### src/rtl/mem_dump_tx.sv
// rtl/mem_dump_tx.sv - UART 8N1 dump of the mem20..mem30 window: header, 11 snapshot bytes, checksum
module mem_dump_tx #(
  parameter int CLKS_PER_BIT = 16
) (
  input  logic       clk,
  input  logic       rst_n,
  input  logic       start,
  input  logic [7:0] mem20,
  input  logic [7:0] mem21,
  input  logic [7:0] mem22,
  input  logic [7:0] mem23,
  input  logic [7:0] mem24,
  input  logic [7:0] mem25,
  input  logic [7:0] mem26,
  input  logic [7:0] mem27,
  input  logic [7:0] mem28,
  input  logic [7:0] mem29,
  input  logic [7:0] mem30,
  output logic       tx,
  output logic       busy,
  output logic       done
);

  localparam int             CNT_W   = $clog2(CLKS_PER_BIT);
  localparam logic [CNT_W-1:0] CNT_MAX = CNT_W'(CLKS_PER_BIT - 1);
  localparam logic [7:0]     HEADER  = 8'hA5;
  localparam logic [3:0]     LAST_BYTE = 4'd12;

  typedef enum logic [1:0] {IDLE, START, DATA, STOP} state_t;

  state_t           state;
  logic [7:0]       snap [11];
  logic [7:0]       mem_in [11];
  logic [7:0]       chk;
  logic [3:0]       byte_idx;
  logic [3:0]       snap_idx;
  logic [2:0]       bit_idx;
  logic [CNT_W-1:0] cnt;
  logic [7:0]       cur;
  logic             bit_end;

  assign mem_in[0]  = mem20;
  assign mem_in[1]  = mem21;
  assign mem_in[2]  = mem22;
  assign mem_in[3]  = mem23;
  assign mem_in[4]  = mem24;
  assign mem_in[5]  = mem25;
  assign mem_in[6]  = mem26;
  assign mem_in[7]  = mem27;
  assign mem_in[8]  = mem28;
  assign mem_in[9]  = mem29;
  assign mem_in[10] = mem30;

  assign bit_end  = (cnt == CNT_MAX);
  assign snap_idx = byte_idx - 4'd1;

  always_comb begin
    cur = HEADER;
    if (byte_idx == LAST_BYTE)
      cur = chk;
    else if (byte_idx != 4'd0)
      cur = snap[snap_idx];
  end

  // Checksum accumulates each data byte as its start bit ends, so it is
  // complete before byte 12 needs it.
  always_ff @(posedge clk or negedge rst_n) begin
    if (!rst_n) begin
      state    <= IDLE;
      tx       <= 1'b1;
      busy     <= 1'b0;
      done     <= 1'b0;
      cnt      <= '0;
      bit_idx  <= '0;
      byte_idx <= '0;
      chk      <= '0;
      for (int i = 0; i < 11; i++) snap[i] <= '0;
    end else begin
      done <= 1'b0;
      case (state)
        IDLE: begin
          tx <= 1'b1;
          if (start) begin
            for (int i = 0; i < 11; i++) snap[i] <= mem_in[i];
            chk      <= '0;
            byte_idx <= '0;
            cnt      <= '0;
            tx       <= 1'b0;
            busy     <= 1'b1;
            state    <= START;
          end
        end
        START: begin
          if (bit_end) begin
            cnt     <= '0;
            bit_idx <= '0;
            tx      <= cur[0];
            state   <= DATA;
            if (byte_idx != 4'd0 && byte_idx != LAST_BYTE) chk <= chk + cur;
          end else begin
            cnt <= cnt + CNT_W'(1);
          end
        end
        DATA: begin
          if (bit_end) begin
            cnt <= '0;
            if (bit_idx == 3'd7) begin
              tx    <= 1'b1;
              state <= STOP;
            end else begin
              bit_idx <= bit_idx + 3'd1;
              tx      <= cur[bit_idx + 3'd1];
            end
          end else begin
            cnt <= cnt + CNT_W'(1);
          end
        end
        STOP: begin
          if (bit_end) begin
            cnt <= '0;
            if (byte_idx < LAST_BYTE) begin
              byte_idx <= byte_idx + 4'd1;
              tx       <= 1'b0;
              state    <= START;
            end else begin
              tx    <= 1'b1;
              busy  <= 1'b0;
              done  <= 1'b1;
              state <= IDLE;
            end
          end else begin
            cnt <= cnt + CNT_W'(1);
          end
        end
        default: state <= IDLE;
      endcase
    end
  end

endmodule

### config.mk
export PLATFORM = sky130hd
export DESIGN_NAME = mem_dump_tx
export DESIGN_NICKNAME = d
export VERILOG_FILES = /design/src/rtl/mem_dump_tx.sv
export SDC_FILE = /design/constraint.sdc
export NUM_CORES = 1
export LEC_CHECK = 0
export CAP_MARGIN = 20
export CORE_AREA = 2 2 160 162
export CTS_CLUSTER_SIZE = 24
export DETAILED_ROUTE_END_ITERATION = 16
export DIE_AREA = 0 0 162 164
export GPL_ROUTABILITY_DRIVEN = 0
export PLACE_DENSITY = 0.5
export SLEW_MARGIN = 20
export SYNTH_ARGS = -nofsm -noshare
export SYNTH_HDL_FRONTEND = slang
export SYNTH_SLANG_ARGS = --single-unit
### constraint.sdc
create_clock -name clk -period 7.4 [get_ports clk]
set_input_delay 2.22 -clock clk [delete_from_list [all_inputs] [get_ports clk]]
set_output_delay 2.22 -clock clk [all_outputs]
set_load 0.01 [all_outputs]
==> impl_results.md <==
- Final Cycle Share: 57.7%
- Initial DRC Count: 192
- Top post-synthesis cells by area: dfrtp_1 (47%), mux2_2 (18%), mux4_1 (6.2%)
- Most common cell in the netlist: dfrtp_1
- Crit Path Max Fanout: 20
- Power Total: 2.40 mW
- CTS Root Cell: clkbuf_16
- Residual overflow from global routing: 0
- Synth cell count leaders: dfrtp_1 (111), mux2_2 (94), nand2_1 (39), o21ai_0 (18), ha_1 (17)
- Synth Flop Type: dfrtp_1
- Yosys reg bits: 112
- Via count of the first global-routing pass: 4234
- CTS tree: yes
- Worst path max stage delay: 620 ps
- Chip width: 162 um
- Core Rows: 58
- Worst-Skew Late Latency: 360 ps
- Final Hold Viols: 0
- CP Class: flop to flop
- Total CTS buffers: 9
- Power Internal: 1.66 mW
- Initial antenna violation count: 0
- Io pins: 94
- First-pass GRT wire length: 23200 um
- DRC viols: 0
- Largest net degree at the start of global routing: 76
- Slowest cell on the critical path: o41ai_1
- Diodes inserted: 0
- Antenna-violating nets left: 0
- Syn_area_per_cell: 12.7 um^2
- Vias: 3996
- DR pass1 iterations: 4
- Syn. warnings: 0
- Hpwl dp: 10800 um
- Multi-input gate area: 2900 um^2
- Sw Ratio: 30.8%
- Final Cell Area: 7470 um^2
- Seq/Total Area, Yosys: 47.5%
- Die Y: 164 um
- Fmax: 0.234 GHz
- Fillers: 2515
- Die ar.: 26600 um^2
- CP dominant cell by count: ha_1
- Core Box Area: 24800 um^2
- Max_cap viols: 0
- Worst VDD drop: 0.111 mV
- FF-to-FF path depth: 13
- P_sw: 739 uW
- Synth Net Count: 573
- Place WS: 2940 ps
- Share of layout cells above drive strength 1: 23.4%
- Area Overhead vs Synth: 26.6%
- Post-CTS setup buffer count: 0
- Post-synth EDFFs: 0
- Hold Crit Class: flop to flop
- Final layout net count: 656
- Status: complete, no violations
- RSZ-0062 raised after global routing: false
- Netlist Area Pre-Place: 5900 um^2
- Port Buf Inserts: 93
- Clk pwr share: 22.1%
- Crit. End Element: flop
- Crit path DAT: 4540 ps
- Measured slew at the worst slew-check pin: 1130 ps
- Critical Path RT: 7660 ps
- # resized after CTS: 0
- Gate Count Post-Synth: 464
- Final Max Slew Viols: 0
- Reg area: 2800 um^2
- WL/cell: 16.5 um
- Synth async-reset ratio: 100%
- Sequential share of power: 43.7%
- Cell Area, Placed: 7120 um^2
- Initial core utilization: 23.8%
- Synth area leader: dfrtp_1
- Post-layout min period: 4270 ps
- Fin Setup TNS: 0 ps
- GRT Total Usage: 11.3%
- H-tree Lvls: 3
- Worst slew margin: 24.6%
- PnR worst setup slack: 3130 ps
- Post-CTS Hold Buffers: 0
- Final-report setup violation count: 0
- CP cell instances: inv_1 -> ha_1 -> buf_4 -> and2b_1 -> a21oi_1 -> o221ai_1 -> ha_1 -> a21o_1 -> a21oi_2 -> o21ai_0 -> o41ai_1 -> xnor2_1 -> o311ai_1
- P per Cell Area: 321 nW/um^2
- Post-synth top area share: 47.1%
- Clk buf depth: 2
- Yosys cell types: 58
- Worst hold stages: 1
- Clk slew on worst S/H paths: 80 ps
- Crit path launch type: flop
- Num Clock Sinks: 112
- Drt total wl: 14500 um
- Comb power frac: 34.2%
- Skew final: 14.3 ps
- Leak: 3.03 nW
- Via density: 4.53
[layout by cell type, fill, tap and decap left out, drive strengths merged, types with 2 or more instances in the layout]
cell and count:
xnor2 3, nor3 8, a21oi 9, nor2b 5, xor2 6, and2 2, mux4 16, nand2b 5
o41ai 2, o2111ai 2, o21ai 22, nand3 6, clkdlybuf4s50 92, a21o 4, buf 6, nand2 39
a22o 6, bufinv 2, o211ai 2, clkinv 3, clkbuf 9, mux2 94, o31ai 6, nor2 16
o221ai 3, inv 13, a22oi 5, o2bb2ai 4, dfrtp 111, and3 2, mux2i 14, ha 17
[worst paths after layout]
path,from,endpoint,slack (ps)
max in group asynchronous,rst_n,snap[84]$_DFFE_PN0P_,4850
min in group asynchronous,rst_n,snap[20]$_DFFE_PN0P_,1740
worst min-delay path,snap[40]$_DFFE_PN0P_,snap[40]$_DFFE_PN0P_,500
worst min register to register,snap[40]$_DFFE_PN0P_,snap[40]$_DFFE_PN0P_,500
worst max-delay path,byte_idx[1]$_DFFE_PN0P_,chk[7]$_DFFE_PN0P_,3130
worst max register to register,byte_idx[1]$_DFFE_PN0P_,chk[7]$_DFFE_PN0P_,3130
[kinds of logic (layout without fill, tap and decap cells)]
family / count (synthesis) / after routing / synth area share, %
buffers and inverters: 38 / 126 / 3.31
multiplexers: 124 / 124 / 27.3
AO/OA/AOI/OAI: 76 / 76 / 9.42
XOR/XNOR: 9 / 9 / 1.78
AND/OR/NAND/NOR: 87 / 87 / 6.72
adder cells (fa/ha/maj): 18 / 18 / 3.94
flip-flops: 112 / 112 / 47.5
[per-layer routing]
layer	wire length, um	global-route usage (%)	share of wire (%)	vias to the layer above
met5	0	0	0	-
met4	351	4.67	2.4	0
met3	414	2.20	2.8	21
met2	7070	18.2	49	69
met1	6710	14.9	46	2019
li1	-	-	-	1887
[stage by stage]
step	utilization (%)	hold slack, ps	instances
after detailed placement	28.7	490	865
after CTS	30.0	507	881
after floorplan	-	466	464
final	30.1	503	882
after global placement	28.7	482	865
after global routing	30.1	515	882
[flip-flops by register name, indices dropped and copies added (netlist names)]
name	count
byte_idx	4
busy	1
done	1
state	2
snap	88
cnt	4
bit_idx	3
chk	8
tx	1
[power by group through the flow]
stage	registers [mW]	logic (mW)	clock network, mW
2_1_floorplan	1.00	0.631	0
5_1_grt	1.08	0.903	0.570
3_5_place_dp	1.06	0.828	0
4_1_cts	1.05	0.830	0.546
6_report	1.05	0.820	0.530
3_3_place_gp	1.04	0.799	0
[area by class of cell]
cell class	instances	share of cell area (%)
inverters	12	0.603
multi-input cells	314	38.9
repair buffers	98	13.2
flip-flops and latches	112	37.5
clock buffers	9	3.01
clock inverters	7	1.27
well taps	330	5.53
[worst max-delay path: cells and delay by family (launching register included)]
kind / cells / cell delay, ps
compound gates: 7 / 1880
fa+ha+maj: 2 / 770
buf+inv: 2 / 490
simple gates: 1 / 360
xor+xnor: 1 / 150
flops: 1 / 500
Power figures use the tool's default switching activity.
